### config.mk
export PLATFORM = sky130hd
export DESIGN_NAME = aes_stream_loader
export DESIGN_NICKNAME = d
export VERILOG_FILES = /design/src/rtl/aes_stream_pkg.sv /design/src/rtl/aes_byte_shifter.sv /design/src/rtl/aes_stream_loader.sv
export SDC_FILE = /design/constraint.sdc
export NUM_CORES = 1
export LEC_CHECK = 0
export CAP_MARGIN = 10
export CORE_ASPECT_RATIO = 1.25
export CORE_MARGIN = 1
export CORE_UTILIZATION = 41
export CTS_CLUSTER_DIAMETER = 60
export DETAILED_ROUTE_END_ITERATION = 7
export PLACE_DENSITY = 0.73
export SYNTH_ARGS = -nofsm -noshare
export SYNTH_HDL_FRONTEND = slang
export SYNTH_SLANG_ARGS = --single-unit
### constraint.sdc
create_clock -name i_clk -period 1.8 [get_ports i_clk]
set_input_delay 0.54 -clock i_clk [delete_from_list [all_inputs] [get_ports i_clk]]
set_output_delay 0.54 -clock i_clk [all_outputs]
set_load 0.02 [all_outputs]
### src/rtl/aes_stream_pkg.sv
// -----------------------------------------------------------------------------
// aes_stream_pkg
// Shared types and constants for the byte-serial AES-128 stream loader.
//   state_t      : loader FSM states (IDLE .. UNLOAD)
//   BLOCK_BYTES  : bytes per key / plaintext / ciphertext block
//   AES_W        : width of the core In/Key/Out buses
//   CNT_W/TCNT_W : widths of the byte counter and the run timeout counter
//   is_last_byte : true when the byte counter addresses the final byte of a block
// -----------------------------------------------------------------------------
package aes_stream_pkg;

  localparam int unsigned BLOCK_BYTES = 16;
  localparam int unsigned AES_W       = 128;
  localparam int unsigned CNT_W       = 5;
  localparam int unsigned TCNT_W      = 8;

  typedef enum logic [2:0] {
    IDLE     = 3'd0,
    LOAD_KEY = 3'd1,
    LOAD_PT  = 3'd2,
    START    = 3'd3,
    RUN      = 3'd4,
    UNLOAD   = 3'd5
  } state_t;

  // The counter holds the number of bytes already moved, so the transfer in
  // flight is the last one when it equals BLOCK_BYTES-1.
  function automatic logic is_last_byte(input logic [CNT_W-1:0] cnt);
    return (cnt == 5'(BLOCK_BYTES - 1));
  endfunction

endpackage

### src/rtl/aes_byte_shifter.sv
// -----------------------------------------------------------------------------
// aes_byte_shifter
// 128-bit register that is either loaded in parallel or shifted up by one byte
// with a new byte entering at [7:0]. Shifting in 16 bytes leaves the first byte
// in [127:120]; shifting in zeros walks the register out MSB-byte first.
// Ports:
//   i_clk        clock, rising edge
//   i_rst        synchronous active-high reset, clears the register
//   i_load       parallel load of i_load_data (wins over i_shift)
//   i_load_data  parallel load value
//   i_shift      shift left by 8, i_byte into [7:0]
//   i_byte       byte shifted in
//   o_q          register contents
// -----------------------------------------------------------------------------
module aes_byte_shifter
  import aes_stream_pkg::*;
(
  input  logic             i_clk,
  input  logic             i_rst,
  input  logic             i_load,
  input  logic [AES_W-1:0] i_load_data,
  input  logic             i_shift,
  input  logic [7:0]       i_byte,
  output logic [AES_W-1:0] o_q
);

  logic [AES_W-1:0] r_q;

  // Block register: reset, parallel load, byte shift or hold.
  always_ff @(posedge i_clk) begin
    if (i_rst) begin
      r_q <= {AES_W{1'b0}};
    end else if (i_load) begin
      r_q <= i_load_data;
    end else if (i_shift) begin
      r_q <= {r_q[AES_W-9:0], i_byte};
    end else begin
      r_q <= r_q;
    end
  end

  assign o_q = r_q;

endmodule

### src/rtl/aes_stream_loader.sv
// -----------------------------------------------------------------------------
// aes_stream_loader
// Byte-serial front/back end for a 128-bit AES core. Collects an optional
// 16-byte key and a 16-byte plaintext from a valid/ready byte stream, pulses
// the core start, waits for done (with timeout), then streams the 16 result
// bytes out MSB byte first. One block in flight at a time.
// Ports:
//   i_clk, i_rst       clock / synchronous active-high reset
//   i_key_load         on the first byte of a frame: 1 = key bytes precede plaintext
//   i_s_data/i_s_valid input byte stream; o_s_ready = byte accepted this cycle
//   o_core_in          plaintext to core (frame byte 0 in [127:120])
//   o_core_key         key to core (key byte 0 in [127:120])
//   o_core_start       one-cycle start pulse
//   i_core_done        result valid pulse, i_core_out sampled with it
//   o_m_data/o_m_valid output byte stream, i_m_ready = downstream accepts
//   o_busy             FSM not idle
//   o_err_nokey        sticky: plaintext frame with no key ever loaded
//   o_err_timeout      sticky: core did not finish within RUN_TIMEOUT cycles
// -----------------------------------------------------------------------------
module aes_stream_loader
  import aes_stream_pkg::*;
#(
  parameter int unsigned RUN_TIMEOUT = 64
) (
  input  logic             i_clk,
  input  logic             i_rst,
  input  logic             i_key_load,
  input  logic [7:0]       i_s_data,
  input  logic             i_s_valid,
  output logic             o_s_ready,
  output logic [AES_W-1:0] o_core_in,
  output logic [AES_W-1:0] o_core_key,
  output logic             o_core_start,
  input  logic             i_core_done,
  input  logic [AES_W-1:0] i_core_out,
  output logic [7:0]       o_m_data,
  output logic             o_m_valid,
  input  logic             i_m_ready,
  output logic             o_busy,
  output logic             o_err_nokey,
  output logic             o_err_timeout
);

  state_t              r_state;
  state_t              w_next_state;
  logic [CNT_W-1:0]    r_cnt;
  logic [TCNT_W-1:0]   r_tcnt;
  logic                r_key_ok;
  logic                r_err_nokey;
  logic                r_err_timeout;

  logic                w_s_ready;
  logic                w_m_valid;
  logic                w_core_start;
  logic                w_s_fire;
  logic                w_m_fire;
  logic                w_run_expired;
  logic                w_last;
  logic                w_key_shift;
  logic                w_data_shift;
  logic                w_data_load;
  logic [7:0]          w_data_byte;
  logic [AES_W-1:0]    w_key_q;
  logic [AES_W-1:0]    w_data_q;

  assign w_s_fire      = i_s_valid & w_s_ready;
  assign w_m_fire      = w_m_valid & i_m_ready;
  assign w_last        = is_last_byte(r_cnt);
  // tcnt counts completed RUN cycles; the cycle holding RUN_TIMEOUT-1 is the last chance.
  assign w_run_expired = (r_tcnt == 8'(RUN_TIMEOUT - 32'd1));

  // FSM state register.
  always_ff @(posedge i_clk) begin
    if (i_rst) begin
      r_state <= IDLE;
    end else begin
      r_state <= w_next_state;
    end
  end

  // FSM next-state decode.
  always_comb begin
    w_next_state = r_state;
    case (r_state)
      IDLE: begin
        if (w_s_fire && i_key_load) begin
          w_next_state = LOAD_KEY;
        end else if (w_s_fire && r_key_ok) begin
          w_next_state = LOAD_PT;
        end else begin
          // No byte, or a plaintext byte with no key: the byte is dropped.
          w_next_state = IDLE;
        end
      end
      LOAD_KEY: begin
        if (w_s_fire && w_last) begin
          w_next_state = LOAD_PT;
        end else begin
          w_next_state = LOAD_KEY;
        end
      end
      LOAD_PT: begin
        if (w_s_fire && w_last) begin
          w_next_state = START;
        end else begin
          w_next_state = LOAD_PT;
        end
      end
      START: begin
        w_next_state = RUN;
      end
      RUN: begin
        if (i_core_done) begin
          w_next_state = UNLOAD;
        end else if (w_run_expired) begin
          w_next_state = IDLE;
        end else begin
          w_next_state = RUN;
        end
      end
      UNLOAD: begin
        if (w_m_fire && w_last) begin
          w_next_state = IDLE;
        end else begin
          w_next_state = UNLOAD;
        end
      end
      default: begin
        w_next_state = IDLE;
      end
    endcase
  end

  // FSM output decode (Moore): handshake flags and start pulse.
  always_comb begin
    w_s_ready    = 1'b0;
    w_m_valid    = 1'b0;
    w_core_start = 1'b0;
    case (r_state)
      IDLE, LOAD_KEY, LOAD_PT: begin
        w_s_ready = 1'b1;
      end
      START: begin
        w_core_start = 1'b1;
      end
      RUN: begin
        w_s_ready = 1'b0;
      end
      UNLOAD: begin
        w_m_valid = 1'b1;
      end
      default: begin
        w_s_ready = 1'b0;
      end
    endcase
  end

  // Datapath strobes for the key and data shifters.
  always_comb begin
    w_key_shift  = 1'b0;
    w_data_shift = 1'b0;
    w_data_load  = 1'b0;
    w_data_byte  = i_s_data;
    case (r_state)
      IDLE: begin
        w_key_shift  = w_s_fire & i_key_load;
        w_data_shift = w_s_fire & ~i_key_load & r_key_ok;
      end
      LOAD_KEY: begin
        w_key_shift = w_s_fire;
      end
      LOAD_PT: begin
        w_data_shift = w_s_fire;
      end
      RUN: begin
        w_data_load = i_core_done;
      end
      UNLOAD: begin
        // Shift zeros in behind the bytes being sent.
        w_data_shift = w_m_fire;
        w_data_byte  = 8'h00;
      end
      default: begin
        w_data_shift = 1'b0;
      end
    endcase
  end

  // Byte counter: bytes moved within the current key / plaintext / result block.
  always_ff @(posedge i_clk) begin
    if (i_rst) begin
      r_cnt <= 5'd0;
    end else begin
      case (r_state)
        IDLE: begin
          if (w_s_fire && (i_key_load || r_key_ok)) begin
            r_cnt <= 5'd1;
          end else begin
            r_cnt <= 5'd0;
          end
        end
        LOAD_KEY, LOAD_PT: begin
          if (w_s_fire) begin
            r_cnt <= w_last ? 5'd0 : (r_cnt + 5'd1);
          end else begin
            r_cnt <= r_cnt;
          end
        end
        RUN: begin
          r_cnt <= 5'd0;
        end
        UNLOAD: begin
          if (w_m_fire) begin
            r_cnt <= w_last ? 5'd0 : (r_cnt + 5'd1);
          end else begin
            r_cnt <= r_cnt;
          end
        end
        default: begin
          r_cnt <= r_cnt;
        end
      endcase
    end
  end

  // Run timeout counter: cleared on start, advances each RUN cycle without done.
  always_ff @(posedge i_clk) begin
    if (i_rst) begin
      r_tcnt <= 8'd0;
    end else if (r_state == START) begin
      r_tcnt <= 8'd0;
    end else if ((r_state == RUN) && !i_core_done && !w_run_expired) begin
      r_tcnt <= r_tcnt + 8'd1;
    end else begin
      r_tcnt <= r_tcnt;
    end
  end

  // Key-valid flag and sticky error flags; only reset clears them.
  always_ff @(posedge i_clk) begin
    if (i_rst) begin
      r_key_ok      <= 1'b0;
      r_err_nokey   <= 1'b0;
      r_err_timeout <= 1'b0;
    end else begin
      if ((r_state == LOAD_KEY) && w_s_fire && w_last) begin
        r_key_ok <= 1'b1;
      end else begin
        r_key_ok <= r_key_ok;
      end
      if ((r_state == IDLE) && w_s_fire && !i_key_load && !r_key_ok) begin
        r_err_nokey <= 1'b1;
      end else begin
        r_err_nokey <= r_err_nokey;
      end
      if ((r_state == RUN) && !i_core_done && w_run_expired) begin
        r_err_timeout <= 1'b1;
      end else begin
        r_err_timeout <= r_err_timeout;
      end
    end
  end

  aes_byte_shifter u_key_reg (
    .i_clk       (i_clk),
    .i_rst       (i_rst),
    .i_load      (1'b0),
    .i_load_data ({AES_W{1'b0}}),
    .i_shift     (w_key_shift),
    .i_byte      (i_s_data),
    .o_q         (w_key_q)
  );

  // The data register holds the plaintext, then is reused for the result.
  aes_byte_shifter u_data_reg (
    .i_clk       (i_clk),
    .i_rst       (i_rst),
    .i_load      (w_data_load),
    .i_load_data (i_core_out),
    .i_shift     (w_data_shift),
    .i_byte      (w_data_byte),
    .o_q         (w_data_q)
  );

  assign o_s_ready     = w_s_ready;
  assign o_m_valid     = w_m_valid;
  assign o_core_start  = w_core_start;
  assign o_core_in     = w_data_q;
  assign o_core_key    = w_key_q;
  assign o_m_data      = w_data_q[AES_W-1 -: 8];
  assign o_busy        = (r_state != IDLE);
  assign o_err_nokey   = r_err_nokey;
  assign o_err_timeout = r_err_timeout;

endmodule

==> summary.md <==
| Metric | Value |
|---|---|
| Status | `complete, but fails checks` |
| Failing checks | `negative setup slack` |
| Worst path cell trace | `buf_6 -> buf_6 -> buf_6 -> nor2_4 -> and3_4 -> buf_6 -> buf_12 -> clkbuf_16 -> nor2_2 -> a2111oi_4` |
| Area growth from synthesis to layout | `79.24%` |
| DR top layer | `met4` |
| Peak supply drop | `0.7529 mV` |
| Placed cell count | `2161` |
| Worst Hold Slack | `0.3903 ns` |
| DIE AREA | `29510 um^2` |
| IO Count | `412` |
| Post-Syn Area | `11820 um^2` |
| CP Buf/Inv Count | `6` |
| Async set-reset flop share out of synthesis | `0` |
| Skew-Pair Late Insertion Delay | `0.55 ns` |
| Critical path required time | `2.23 ns` |
| GRT Total Usage | `0.2862` |
| Initial drt markers | `923` |
| Seq/Total Area, Yosys | `0.4658` |
| Post-route setup slack | `-0.2858 ns` |
| Maximum buffer depth of the clock tree | `3` |
| # clock sinks | `275` |
| Gp weighted congestion | `0.9372` |
| Commonest non-fill, non-tap cell in the layout | `nand2_1` |
| Hold Path Class | `input port to flop` |
| Vias in the first global route | `12201` |
| Post-layout net count | `2049` |
| Worst Path Arrival | `2.51 ns` |
| Vias per cell | `5.803` |
| Commonest non-fill, non-tap cells in the layout | `nand2_1 (267), dfxtp_1 (250), a21oi_1 (188)` |
| Share of layout cells above drive strength 1 | `0.4091` |
| Initial cell density of the core | `0.4161` |
| Finished Cell Area | `21180 um^2` |
| Max-slew headroom | `0.6659` |
| Drc violations | `0` |
| Wirelength, routed | `52.81 mm` |
| Worst setup SP type | `flop` |
| WL met3 | `5.106 mm` |
| Antenna violations before repair | `0` |
| DRT antenna net count | `0` |
| Total core area | `28400 um^2` |
| Netlist cell types | `45` |
| Syn_nets | `1568` |
| WS Path Type | `flop to flop` |
| Fin cells | `2281` |
| Met2 Wirelength | `25.33 mm` |
| Max-slew violation count | `0` |
| Htree depth | `1` |
| Clk slew on worst S/H paths | `0.07 ns` |
| CP delay by family, top | `buffers and inverters` |
| Yosys reg bits | `275` |
| M1 WL | `19.20 mm` |
| Critical path endpoint category | `flop` |
| Clock root cell | `clkbuf_16` |
| Final period util | `1.159` |
| CTS tree | `built` |
| Max cap viols | `0` |
| Power density over cell area | `632.1 nW/um^2` |
| Die Y | `191.8 um` |
| Yosys warns | `0` |
| Final min period | `2.086 ns` |
| Grt total ovfl | `0` |
| Num CTS Buffers | `29` |
| Slew @ Worst Pin | `0.5012 ns` |
| IO buf count | `411` |
| # setup viols final | `166` |
| Tot Pwr | `13.39 mW` |
| Most used DFF post-synth | `dfxtp_1` |
| CP startpoint | `r_state[0]$_SDFF_PP0_` |
| Global-route wire length before repair | `67.11 mm` |
| Largest net degree at the start of global routing | `79` |
| FP Rows | `69` |
| N_diodes | `0` |
| Final HPWL DP | `30.06 mm` |
| Horiz. Die Dim | `153.9 um` |
| Mapped Cells | `1424` |
| DRT Pass-1 Iters | `5` |
| Total negative setup slack | `-15.81 ns` |
| CP peak stage delay | `0.38 ns` |
| Post-DP Area | `16970 um^2` |
| EDFF count, synth | `0` |
| Fin. Hold Viols | `0` |
| RSZ-0062 raised after global routing | `true` |
| Worst hold start | `i_rst` |
| Final setup skew | `0.01022 ns` |
| Hold buffer count at CTS | `0` |
| CP most frequent cell | `buf_6` |
| Pleak | `7.442 nW` |
| WL per Instance | `23.15 um` |
| Slowest cell on crit path | `a2111oi_4` |
| Worst Path Max Fanout | `7` |
| FMAX | `0.4794 GHz` |
| DR vias | `13236` |
| Avg Cell Area, Syn | `8.300 um^2` |
| Worst R2R Start | `r_state[0]$_SDFF_PP0_` |
## cells by family (layout without fill, tap and decap cells)
family | count (synthesis) | count (layout) | share of synthesized area
and+or+nand+nor | 577 | 577 | 0.1921
AOI/OAI and AO/OA | 415 | 417 | 0.2756
DFF | 275 | 275 | 0.4658
buffers and inverters | 147 | 647 | 0.05823
xor gates and xnor gates | 6 | 6 | 0.004446
adders and majority gates | 2 | 2 | 0.002117
muxes | 2 | 2 | 0.001694
## cell usage after synthesis (all sizes together) (3+ instances only)
cell / number / share of area
dfxtp: 275 / 0.47
nand2: 267 / 0.085
nor2: 266 / 0.084
a21oi: 265 / 0.11
a2111oi: 122 / 0.14
clkbuf: 93 / 0.030
buf: 46 / 0.026
nand3: 18 / 0.0076
a211oi: 10 / 0.0064
inv: 8 / 0.0025
xnor2: 6 / 0.0044
nor2b: 5 / 0.0026
a31oi: 3 / 0.0016
a32o: 3 / 0.0025
nor3: 3 / 0.0013
o21ai: 3 / 0.0013
## where the power goes
part           total (mW)  leakage [nW]  internal, mW  switching [mW]
Combinational       0.983          4.73         0.470           0.513
Clock                6.28         0.483          3.69            2.59
Sequential           6.13          2.23          6.10          0.0235
Total                13.4          7.44          10.3            3.13
## flip-flops by register name, summed over array words and instances, names as in the netlist
name / cells
r_cnt: 5
u_data_reg.o_q: 128
r_state: 3
o_err_timeout: 1
o_err_nokey: 1
r_key_ok: 1
r_tcnt: 8
u_key_reg.o_q: 128
## worst reg2reg max path, cell delays in order (launching register included)
cell	delay [ns]
dfxtp_4	0.37
buf_6	0.12
buf_6	0.10
buf_6	0.12
nor2_4	0.10
and3_4	0.28
buf_6	0.16
buf_12	0.13
clkbuf_16	0.15
nor2_2	0.06
a2111oi_4	0.38
## cell type report
type,count,area (um^2)
clock buffers,42,844.6
well taps,355,444.2
multi-input cells,1004,7878
clock inverters,10,142.6
fillers,1829,7219
flip-flops and latches,275,5544
repair buffers,587,6297
inverters,8,33.78
## final timing paths
kind / end / slack (ns) / depth (start not counted)
worst max-delay path: u_data_reg.o_q[59]$_SDFFE_PP0P_ / -0.29 / 10
worst max register to register: u_data_reg.o_q[59]$_SDFFE_PP0P_ / -0.29 / 10
worst min-delay path: o_err_timeout$_SDFFE_PP0P_ / 0.39 / 2
worst min register to register: r_cnt[4]$_SDFFE_PP0P_ / 0.45 / 2
## metrics by stage
step / util / setup WS [ns]
2_1_floorplan: - / -0.06473
3_3_place_gp: 0.5975 / -0.7817
3_5_place_dp: 0.5975 / -0.7501
4_1_cts: 0.6668 / -0.2779
5_1_grt: 0.7458 / -0.3693
6_report: 0.7458 / -0.2858
## layer usage
| metal | up-vias | GRT usage |
|---|---|---|
| li1 | 5921 | - |
| met1 | 6331 | 0.3268 |
| met2 | 772 | 0.5009 |
| met3 | 212 | 0.07649 |
| met4 | 0 | 0.1262 |
| met5 | - | 0 |
## repair_timing
action / CTS / global route
pin swaps: 55 / 96
setup endpoints to repair: 406 / 277
resized for setup: 762 / 494
setup buffers: 21 / 20
hold endpoints to repair: 0 / 0
cloned: 10 / 25
(Power assumes the default switching activity.)
